## src/rtl/multicycle_controller_if.sv

```systemverilog
// ALU operation encoding plus the signal bundle between the multicycle
// controller (master) and the datapath / shared memory port (slave).

package Types;
    typedef enum logic [3:0] {
        ALU_ADD  = 4'd0,
        ALU_SUB  = 4'd1,
        ALU_SLL  = 4'd2,
        ALU_SLT  = 4'd3,
        ALU_SLTU = 4'd4,
        ALU_XOR  = 4'd5,
        ALU_SRL  = 4'd6,
        ALU_SRA  = 4'd7,
        ALU_OR   = 4'd8,
        ALU_AND  = 4'd9
    } AluOp;
endpackage

interface multicycle_controller_if;
    // Datapath status and memory response toward the controller
    logic [31:0]  i_Inst;
    logic         i_IsEQ;
    logic         i_IsLT;
    logic         i_IsLTU;
    logic [1:0]   i_AddrLo;
    logic         i_MemAck;

    // Controls from the controller
    logic         o_MemReq;
    logic         o_MemWr;
    logic         o_MemAddrSel;
    logic [1:0]   o_MemSize;
    logic         o_MemUnsigned;
    logic         o_InstWrEnable;
    logic         o_PCWrEnable;
    logic [1:0]   o_PCNextSel;
    Types::AluOp  o_AluControl;
    logic [1:0]   o_OperandASel;
    logic         o_OperandBSel;
    logic         o_RegWrEnable;
    logic [1:0]   o_RegWrDataSel;
    logic         o_Trap;
    logic [1:0]   o_TrapCause;

    modport master (
        input  i_Inst, i_IsEQ, i_IsLT, i_IsLTU, i_AddrLo, i_MemAck,
        output o_MemReq, o_MemWr, o_MemAddrSel, o_MemSize, o_MemUnsigned,
               o_InstWrEnable, o_PCWrEnable, o_PCNextSel, o_AluControl,
               o_OperandASel, o_OperandBSel, o_RegWrEnable, o_RegWrDataSel,
               o_Trap, o_TrapCause
    );

    modport slave (
        output i_Inst, i_IsEQ, i_IsLT, i_IsLTU, i_AddrLo, i_MemAck,
        input  o_MemReq, o_MemWr, o_MemAddrSel, o_MemSize, o_MemUnsigned,
               o_InstWrEnable, o_PCWrEnable, o_PCNextSel, o_AluControl,
               o_OperandASel, o_OperandBSel, o_RegWrEnable, o_RegWrDataSel,
               o_Trap, o_TrapCause
    );
endinterface

```

## src/rtl/multicycle_controller.sv

```systemverilog
// RV32I multicycle control FSM: FETCH/DECODE/EXEC/MEMORY/WRBACK/TRAP.
// Decode results are latched in DECODE and drive the datapath selects from
// registers; handshake-dependent strobes are qualified by state and ack.

module multicycle_controller #(
    parameter int MEM_TIMEOUT   = 16,
    parameter bit MISALIGN_TRAP = 1'b1
) (
    input  logic i_Clock,
    input  logic i_Reset,
    multicycle_controller_if.master bus
);
    import Types::*;

    typedef enum logic [2:0] {
        S_FETCH, S_DECODE, S_EXEC, S_MEMORY, S_WRBACK, S_TRAP
    } state_t;

    typedef struct packed {
        AluOp       alu;
        logic [1:0] opa;
        logic       opb;
        logic [1:0] wbsel;
        logic       load;
        logic       store;
        logic       branch;
        logic       jal;
        logic       jalr;
        logic       rd_nz;
        logic [2:0] f3;
    } ctrl_t;

    localparam logic [1:0] CAUSE_ILLEGAL  = 2'b00;
    localparam logic [1:0] CAUSE_MISALIGN = 2'b01;
    localparam logic [1:0] CAUSE_BUS      = 2'b10;

    // Counter holds 0..MEM_TIMEOUT-1; the last value marks the expiry cycle.
    localparam int             CNT_W      = (MEM_TIMEOUT > 1) ? $clog2(MEM_TIMEOUT) : 1;
    localparam bit             TIMEOUT_EN = (MEM_TIMEOUT > 0);
    localparam logic [CNT_W-1:0] CNT_LAST = CNT_W'((MEM_TIMEOUT > 0) ? MEM_TIMEOUT - 1 : 0);

    state_t           state_q, state_d;
    logic [CNT_W-1:0] cnt_q, cnt_d;
    logic [1:0]       cause_q, cause_d;
    ctrl_t            ctrl_q, ctrl_d;

    logic [6:0] opcode;
    logic [2:0] funct3;
    logic [6:0] funct7;
    logic [4:0] rd;
    logic       dec_legal;
    ctrl_t      dec_ctrl;
    logic       expired;

    assign opcode  = bus.i_Inst[6:0];
    assign rd      = bus.i_Inst[11:7];
    assign funct3  = bus.i_Inst[14:12];
    assign funct7  = bus.i_Inst[31:25];
    assign expired = TIMEOUT_EN && (cnt_q == CNT_LAST);

    // funct3 -> ALU op; alt picks SUB/SRA for the funct7[5] variants.
    function automatic AluOp alu_from_f3(input logic [2:0] f3, input logic alt);
        AluOp op;
        case (f3)
            3'b000:  op = alt ? ALU_SUB : ALU_ADD;
            3'b001:  op = ALU_SLL;
            3'b010:  op = ALU_SLT;
            3'b011:  op = ALU_SLTU;
            3'b100:  op = ALU_XOR;
            3'b101:  op = alt ? ALU_SRA : ALU_SRL;
            3'b110:  op = ALU_OR;
            default: op = ALU_AND;
        endcase
        return op;
    endfunction

    function automatic logic branch_taken(input logic [2:0] f3, input logic eq,
                                          input logic lt, input logic ltu);
        logic t;
        case (f3)
            3'b000:  t = eq;
            3'b001:  t = !eq;
            3'b100:  t = lt;
            3'b101:  t = !lt;
            3'b110:  t = ltu;
            3'b111:  t = !ltu;
            default: t = 1'b0;
        endcase
        return t;
    endfunction

    // Halfword needs bit 0 clear, word needs both low bits clear.
    function automatic logic misaligned(input logic [2:0] f3, input logic [1:0] lo);
        return ((f3[1:0] == 2'b01) && lo[0]) || ((f3[1:0] == 2'b10) && (lo != 2'b00));
    endfunction

    // Instruction decode: legality plus the control word used from EXEC on.
    always_comb begin
        dec_legal      = 1'b0;
        dec_ctrl       = '0;
        dec_ctrl.alu   = ALU_ADD;
        dec_ctrl.f3    = funct3;
        dec_ctrl.rd_nz = (rd != 5'd0);
        case (opcode)
            7'b0110111: begin                       // LUI: 0 + imm
                dec_legal    = 1'b1;
                dec_ctrl.opa = 2'b10;
                dec_ctrl.opb = 1'b1;
            end
            7'b0010111: begin                       // AUIPC: PC + imm
                dec_legal    = 1'b1;
                dec_ctrl.opa = 2'b01;
                dec_ctrl.opb = 1'b1;
            end
            7'b1101111: begin                       // JAL
                dec_legal      = 1'b1;
                dec_ctrl.jal   = 1'b1;
                dec_ctrl.opa   = 2'b01;
                dec_ctrl.opb   = 1'b1;
                dec_ctrl.wbsel = 2'b10;
            end
            7'b1100111: begin                       // JALR: target rs1 + imm
                dec_legal      = (funct3 == 3'b000);
                dec_ctrl.jalr  = 1'b1;
                dec_ctrl.opb   = 1'b1;
                dec_ctrl.wbsel = 2'b10;
            end
            7'b1100011: begin                       // Branches
                dec_legal       = (funct3 != 3'b010) && (funct3 != 3'b011);
                dec_ctrl.branch = 1'b1;
                dec_ctrl.alu    = ALU_SUB;
            end
            7'b0000011: begin                       // LB/LH/LW/LBU/LHU
                dec_legal      = (funct3 != 3'b011) && (funct3 != 3'b110) && (funct3 != 3'b111);
                dec_ctrl.load  = 1'b1;
                dec_ctrl.opb   = 1'b1;
                dec_ctrl.wbsel = 2'b01;
            end
            7'b0100011: begin                       // SB/SH/SW
                dec_legal      = !funct3[2] && (funct3[1:0] != 2'b11);
                dec_ctrl.store = 1'b1;
                dec_ctrl.opb   = 1'b1;
            end
            7'b0010011: begin                       // OP-IMM; only shifts constrain funct7
                dec_ctrl.opb = 1'b1;
                dec_ctrl.alu = alu_from_f3(funct3, (funct3 == 3'b101) && funct7[5]);
                case (funct3)
                    3'b001:  dec_legal = (funct7 == 7'b0000000);
                    3'b101:  dec_legal = (funct7 == 7'b0000000) || (funct7 == 7'b0100000);
                    default: dec_legal = 1'b1;
                endcase
            end
            7'b0110011: begin                       // OP register-register
                dec_ctrl.alu = alu_from_f3(funct3, funct7[5]);
                dec_legal    = (funct7 == 7'b0000000) ||
                               ((funct7 == 7'b0100000) && ((funct3 == 3'b000) || (funct3 == 3'b101)));
            end
            default: dec_legal = 1'b0;
        endcase
    end

    // Next-state, timeout counter, trap cause and latched control word.
    always_comb begin
        state_d = state_q;
        cnt_d   = '0;
        cause_d = cause_q;
        ctrl_d  = ctrl_q;
        case (state_q)
            S_FETCH, S_MEMORY: begin
                if (bus.i_MemAck) begin
                    if (state_q == S_FETCH)  state_d = S_DECODE;
                    else if (ctrl_q.store)   state_d = S_FETCH;
                    else                     state_d = S_WRBACK;
                end else if (expired) begin
                    state_d = S_TRAP;
                    cause_d = CAUSE_BUS;
                end else begin
                    cnt_d = cnt_q + CNT_W'(1);
                end
            end
            S_DECODE: begin
                if (dec_legal) begin
                    ctrl_d  = dec_ctrl;
                    state_d = S_EXEC;
                end else begin
                    state_d = S_TRAP;
                    cause_d = CAUSE_ILLEGAL;
                end
            end
            S_EXEC: begin
                if (ctrl_q.branch) begin
                    state_d = S_FETCH;
                end else if (ctrl_q.load || ctrl_q.store) begin
                    if (MISALIGN_TRAP && misaligned(ctrl_q.f3, bus.i_AddrLo)) begin
                        state_d = S_TRAP;
                        cause_d = CAUSE_MISALIGN;
                    end else begin
                        state_d = S_MEMORY;
                    end
                end else begin
                    state_d = S_WRBACK;
                end
            end
            default: state_d = S_FETCH;             // WRBACK, TRAP
        endcase
    end

    // State register; reset returns to FETCH with a clean counter and cause.
    always_ff @(posedge i_Clock or posedge i_Reset) begin
        if (i_Reset) begin
            state_q <= S_FETCH;
            cnt_q   <= '0;
            cause_q <= CAUSE_ILLEGAL;
            ctrl_q  <= '0;
        end else begin
            state_q <= state_d;
            cnt_q   <= cnt_d;
            cause_q <= cause_d;
            ctrl_q  <= ctrl_d;
        end
    end

    // Output decode; reset forces everything low in the same cycle.
    always_comb begin
        bus.o_MemReq       = 1'b0;
        bus.o_MemWr        = 1'b0;
        bus.o_MemAddrSel   = 1'b0;
        bus.o_MemSize      = 2'b00;
        bus.o_MemUnsigned  = 1'b0;
        bus.o_InstWrEnable = 1'b0;
        bus.o_PCWrEnable   = 1'b0;
        bus.o_PCNextSel    = 2'b00;
        bus.o_AluControl   = ALU_ADD;
        bus.o_OperandASel  = 2'b00;
        bus.o_OperandBSel  = 1'b0;
        bus.o_RegWrEnable  = 1'b0;
        bus.o_RegWrDataSel = 2'b00;
        bus.o_Trap         = 1'b0;
        bus.o_TrapCause    = cause_q;
        if (!i_Reset) begin
            // Selects stay stable from EXEC through MEMORY/WRBACK
            bus.o_AluControl   = ctrl_q.alu;
            bus.o_OperandASel  = ctrl_q.opa;
            bus.o_OperandBSel  = ctrl_q.opb;
            bus.o_RegWrDataSel = ctrl_q.wbsel;
            case (state_q)
                S_FETCH: begin
                    bus.o_MemReq       = 1'b1;
                    bus.o_MemSize      = 2'b10;
                    bus.o_InstWrEnable = bus.i_MemAck;
                end
                S_EXEC: begin
                    if (ctrl_q.branch) begin
                        bus.o_PCWrEnable = 1'b1;
                        bus.o_PCNextSel  = branch_taken(ctrl_q.f3, bus.i_IsEQ, bus.i_IsLT, bus.i_IsLTU)
                                           ? 2'b01 : 2'b00;
                    end
                end
                S_MEMORY: begin
                    bus.o_MemReq      = 1'b1;
                    bus.o_MemAddrSel  = 1'b1;
                    bus.o_MemWr       = ctrl_q.store;
                    bus.o_MemSize     = ctrl_q.f3[1:0];
                    bus.o_MemUnsigned = ctrl_q.f3[2];
                    bus.o_PCWrEnable  = ctrl_q.store && bus.i_MemAck;
                end
                S_WRBACK: begin
                    bus.o_RegWrEnable = ctrl_q.rd_nz;
                    bus.o_PCWrEnable  = 1'b1;
                    bus.o_PCNextSel   = ctrl_q.jal ? 2'b01 : (ctrl_q.jalr ? 2'b10 : 2'b00);
                end
                S_TRAP: begin
                    bus.o_Trap       = 1'b1;
                    bus.o_PCWrEnable = 1'b1;
                    bus.o_PCNextSel  = 2'b11;
                end
                default: ;
            endcase
        end
    end

endmodule
```

## src/flat_wrapper.sv

```systemverilog
// flat-port wrapper written by rule: the top's interface ports become plain ports
module multicycle_controller_flat import Types::*;
#(
    parameter int MEM_TIMEOUT   = 16,
    parameter bit MISALIGN_TRAP = 1'b1
)
  (i_Clock, i_Reset, bus_i_Inst, bus_i_IsEQ, bus_i_IsLT, bus_i_IsLTU, bus_i_AddrLo, bus_i_MemAck, bus_o_MemReq, bus_o_MemWr, bus_o_MemAddrSel, bus_o_MemSize, bus_o_MemUnsigned, bus_o_InstWrEnable, bus_o_PCWrEnable, bus_o_PCNextSel, bus_o_AluControl, bus_o_OperandASel, bus_o_OperandBSel, bus_o_RegWrEnable, bus_o_RegWrDataSel, bus_o_Trap, bus_o_TrapCause);
  multicycle_controller_if bus_i ();
  input  logic i_Clock;
  input  logic i_Reset;
  input wire logic [$bits(bus_i.i_Inst)-1:0] bus_i_Inst;
  input wire logic [$bits(bus_i.i_IsEQ)-1:0] bus_i_IsEQ;
  input wire logic [$bits(bus_i.i_IsLT)-1:0] bus_i_IsLT;
  input wire logic [$bits(bus_i.i_IsLTU)-1:0] bus_i_IsLTU;
  input wire logic [$bits(bus_i.i_AddrLo)-1:0] bus_i_AddrLo;
  input wire logic [$bits(bus_i.i_MemAck)-1:0] bus_i_MemAck;
  output wire logic [$bits(bus_i.o_MemReq)-1:0] bus_o_MemReq;
  output wire logic [$bits(bus_i.o_MemWr)-1:0] bus_o_MemWr;
  output wire logic [$bits(bus_i.o_MemAddrSel)-1:0] bus_o_MemAddrSel;
  output wire logic [$bits(bus_i.o_MemSize)-1:0] bus_o_MemSize;
  output wire logic [$bits(bus_i.o_MemUnsigned)-1:0] bus_o_MemUnsigned;
  output wire logic [$bits(bus_i.o_InstWrEnable)-1:0] bus_o_InstWrEnable;
  output wire logic [$bits(bus_i.o_PCWrEnable)-1:0] bus_o_PCWrEnable;
  output wire logic [$bits(bus_i.o_PCNextSel)-1:0] bus_o_PCNextSel;
  output wire logic [$bits(bus_i.o_AluControl)-1:0] bus_o_AluControl;
  output wire logic [$bits(bus_i.o_OperandASel)-1:0] bus_o_OperandASel;
  output wire logic [$bits(bus_i.o_OperandBSel)-1:0] bus_o_OperandBSel;
  output wire logic [$bits(bus_i.o_RegWrEnable)-1:0] bus_o_RegWrEnable;
  output wire logic [$bits(bus_i.o_RegWrDataSel)-1:0] bus_o_RegWrDataSel;
  output wire logic [$bits(bus_i.o_Trap)-1:0] bus_o_Trap;
  output wire logic [$bits(bus_i.o_TrapCause)-1:0] bus_o_TrapCause;
  assign bus_i.i_Inst = bus_i_Inst;
  assign bus_i.i_IsEQ = bus_i_IsEQ;
  assign bus_i.i_IsLT = bus_i_IsLT;
  assign bus_i.i_IsLTU = bus_i_IsLTU;
  assign bus_i.i_AddrLo = bus_i_AddrLo;
  assign bus_i.i_MemAck = bus_i_MemAck;
  assign bus_o_MemReq = bus_i.o_MemReq;
  assign bus_o_MemWr = bus_i.o_MemWr;
  assign bus_o_MemAddrSel = bus_i.o_MemAddrSel;
  assign bus_o_MemSize = bus_i.o_MemSize;
  assign bus_o_MemUnsigned = bus_i.o_MemUnsigned;
  assign bus_o_InstWrEnable = bus_i.o_InstWrEnable;
  assign bus_o_PCWrEnable = bus_i.o_PCWrEnable;
  assign bus_o_PCNextSel = bus_i.o_PCNextSel;
  assign bus_o_AluControl = bus_i.o_AluControl;
  assign bus_o_OperandASel = bus_i.o_OperandASel;
  assign bus_o_OperandBSel = bus_i.o_OperandBSel;
  assign bus_o_RegWrEnable = bus_i.o_RegWrEnable;
  assign bus_o_RegWrDataSel = bus_i.o_RegWrDataSel;
  assign bus_o_Trap = bus_i.o_Trap;
  assign bus_o_TrapCause = bus_i.o_TrapCause;
  multicycle_controller #(.MEM_TIMEOUT(MEM_TIMEOUT), .MISALIGN_TRAP(MISALIGN_TRAP)) u_core (.i_Clock(i_Clock), .i_Reset(i_Reset), .bus(bus_i));
endmodule
```

## config.mk

```make
export PLATFORM = sky130hd
export DESIGN_NAME = multicycle_controller_flat
export DESIGN_NICKNAME = d
export VERILOG_FILES = /design/src/rtl/multicycle_controller_if.sv /design/src/rtl/multicycle_controller.sv /design/src/flat_wrapper.sv
export SDC_FILE = /design/constraint.sdc
export NUM_CORES = 1
export LEC_CHECK = 0
export ABC_AREA = 1
export CAP_MARGIN = 10
export CELL_PAD_IN_SITES_DETAIL_PLACEMENT = 0
export CELL_PAD_IN_SITES_GLOBAL_PLACEMENT = 2
export CORE_UTILIZATION = 24
export CTS_CLUSTER_SIZE = 8
export DETAILED_ROUTE_END_ITERATION = 10
export PLACE_DENSITY_LB_ADDON = 0.1
export RECOVER_POWER = 25
export SLEW_MARGIN = 20
export SYNTH_ARGS = -nofsm -noshare
export SYNTH_HDL_FRONTEND = slang
export SYNTH_SLANG_ARGS = --single-unit
```

## constraint.sdc

```tcl
create_clock -name i_Clock -period 1.8 [get_ports i_Clock]
set_input_delay 0.18 -clock i_Clock [delete_from_list [all_inputs] [get_ports i_Clock]]
set_output_delay 0.18 -clock i_Clock [all_outputs]
set_load 0.02 [all_outputs]
```

==> flow_summary.json <==
{
  "p_seq_share_pct": 30.0,
  "io_pins": 63,
  "pwr-share-clk_pct": 18.1,
  "nFillCells": 836,
  "internal-power_mw": 1.717,
  "worst-setup-path-type": "flip-flop to primary output",
  "die_area_um2": 8327,
  "fin_ws_ps": 83.18,
  "ys.warnings.count": 0,
  "final-hold-violation-count": 0,
  "synth_fp_nets": 314,
  "via_per_inst": 4.198,
  "slew_headroom_pct": 71.53,
  "postSynthAreaPerCell_um2": 7.003,
  "switching_share_pct": 37.96,
  "hold_buffers": 0,
  "die-height_um": 91.25,
  "stdcell_area_um2": 3054,
  "port_buffers": 52,
  "nets": 425,
  "grt_use_total_pct": 13.97,
  "tns_ps": 0,
  "ys_seq_elements": 26,
  "dr.pass1.iters": 4,
  "clk_latency_ps": 270,
  "clk_pin_slew_worst_paths_ps": 100,
  "yosysUniqueCellTypes": 31,
  "post-route-drc-count": 0,
  "hold_path.class": "primary input to asynchronous set/reset pin",
  "reg2reg_slack_ps": 230,
  "setup_viol": 0,
  "skew_ps": 2.021,
  "cts_max_level": 1,
  "core_area_um2": 7727,
  "p_comb_share_pct": 51.9,
  "cts_buffers": 3,
  "cp-start-kind": "flip-flop",
  "synth_cells": 273,
  "p_leak_nw": 1.601,
  "multiInputGateArea_um2": 1070,
  "drive_above_1_share_pct": 34.46,
  "rows": 32,
  "drt-total-wl_um": 5376,
  "cap_violations": 0,
  "min_period_over_period_pct": 95.38,
  "synth_area_um2": 1912,
  "timing.fmax_ghz": 0.5825,
  "tightest_slew_ps": 427.0,
  "pre_cts_ws_ps": -245.8,
  "placed_area_um2": 2967,
  "worstPathRequired_ps": 1620,
  "dp_hpwl_um": 4486,
  "yosysSeqAreaShare_pct": 34.03,
  "ant_nets": 0,
  "switchingPower_mw": 1.051,
  "syn_to_final_growth_pct": 59.75,
  "rsz0062_at_grt": "no",
  "regArea_um2": 653.1,
  "drtIter0Drc": 51,
  "grt_pass1_wl_um": 9384,
  "status": "finished, final reports clean",
  "cts_buffer_depth": 2,
  "hold_slack_ps": 436.7,
  "grt_start_max_net_pins": 17,
  "grt_overflow": 0,
  "arrival_ps": 1540,
  "start_util_pct": 24.74,
  "clock_sinks": 26,
  "avgRoutedWirePerCell_um": 11.08,
  "cts_root_buf": "clkbuf_8",
  "crit_path_end_kind": "primary output",
  "p_per_area_nw_per_um2": 906.1,
  "fin_crit_ps": 1717,
  "irDropWorstVdd_v": 0.0004506,
  "antenna_found_initial": 0,
  "num_vias": 2036,
  "slew_violations": 0,
  "n_antenna_cell": 0,
  "cts_tree": "yes",
  "grt_pass1_vias": 2059,
  "total_power_mw": 2.768,
  "die_w_um": 91.25,
  "crit_fanout": 5,
  "finalWeightedCongestion": 0.7990
}
[Yosys cell counts (all sizes together)]
cell type / n / area share (%)
nand2: 75 / 18
nor2: 48 / 10
inv: 43 / 8.4
dfrtp: 26 / 34
o21ai: 25 / 9.5
nand3: 21 / 6.3
nor3: 10 / 3.5
a21oi: 4 / 1.0
nand4: 4 / 1.6
buf: 3 / 2.2
a31oi: 2 / 0.65
clkbuf: 2 / 0.39
nor3b: 2 / 0.79
o22ai: 2 / 0.65
a211oi: 1 / 0.39
ha: 1 / 0.65
nand3b: 1 / 0.39
nor4b: 1 / 0.46
xnor2: 1 / 0.46
xor2: 1 / 0.46
[per-layer routing]
metal	share of wire (%)	global-route usage (%)
met1	48	17.95
met2	48	24.62
met3	3.6	1.759
met4	0.56	3.571
met5	0	0
[through the flow]
stage,util [%],instances
2_1_floorplan,-,273
3_3_place_gp,38.39,479
3_5_place_dp,38.39,479
4_1_cts,39.35,484
5_1_grt,39.52,485
6_report,39.52,485
[flip-flops by register name, indices dropped and copies added (netlist names)]
name                    flops
u_core.state_q              3
u_core.bus.o_TrapCause      2
u_core.cnt_q                4
u_core.ctrl_q              17
[timing repair]
action / CTS / global route
resized for setup: 29 / 32
setup endpoints to repair: 13 / 21
setup buffers: 1 / 1
pin swaps: 0 / 0
[placed cells by master, fill, tap and decap left out, drive strengths merged, types with 2 or more instances in the layout]
master / Yosys / layout
nand2: 75 / 75
buf: 3 / 61
nor2: 48 / 48
inv: 43 / 42
clkdlybuf4s50: 0 / 30
dfrtp: 26 / 26
o21ai: 25 / 25
nand3: 21 / 21
nor3: 10 / 10
clkbuf: 2 / 9
dlymetal6s2s: 0 / 8
a21oi: 4 / 4
nand4: 4 / 4
dlygate4sd2: 0 / 3
a31oi: 2 / 2
o22ai: 2 / 2
nor3b: 2 / 2
clkdlybuf4s15: 0 / 2
[worst paths after layout]
check                                               start                   endpoint  depth (start not counted)
max in group asynchronous                         i_Reset          u_core.ctrl_q[17]                          4
worst min-delay path                              i_Reset            u_core.cnt_q[2]                          3
worst min register to register  u_core.bus.o_TrapCause[0]  u_core.bus.o_TrapCause[0]                          2
worst max-delay path                    u_core.state_q[0]                bus_o_MemWr                          5
min in group i_Clock            u_core.bus.o_TrapCause[0]  u_core.bus.o_TrapCause[0]                          2
worst max register to register           u_core.ctrl_q[1]  u_core.bus.o_TrapCause[0]                         11
[critical path, cell delays in order, from the launching register on]
cell,delay (ps)
dfrtp_2,440
buf_4,130
nand3_2,80
buf_4,160
nor3b_1,170
clkdlybuf4s15_2,290
[kinds of logic after synthesis]
kind of cell / count (synthesis) / share of synthesized area (%)
buffers and inverters: 48 / 11.06
AND/OR/NAND/NOR: 162 / 41.10
AO/OA/AOI/OAI: 34 / 12.24
flip-flops: 26 / 34.03
XOR/XNOR: 2 / 0.9164
adder cells (fa/ha/maj): 1 / 0.6543
[power by group through the flow]
stage	combinational [mW]	sequential (mW)	clock [mW]
detailed placement	1.44	0.839	0
floorplan	0.697	0.859	0
finish	1.44	0.830	0.502
global placement	1.44	0.840	0
CTS	1.44	0.829	0.528
global route	1.60	0.848	0.547
[area by class of cell]
cell class,instances,area share [%]
multi-input combinational,199,35.03
clock buffer,3,1.352
sequential,26,21.38
tap,102,4.179
timing repair buffer,111,31.75
clock inverter,1,0.9832
inverter,43,5.326
No activity file was read; power rests on OpenSTA's default activity.
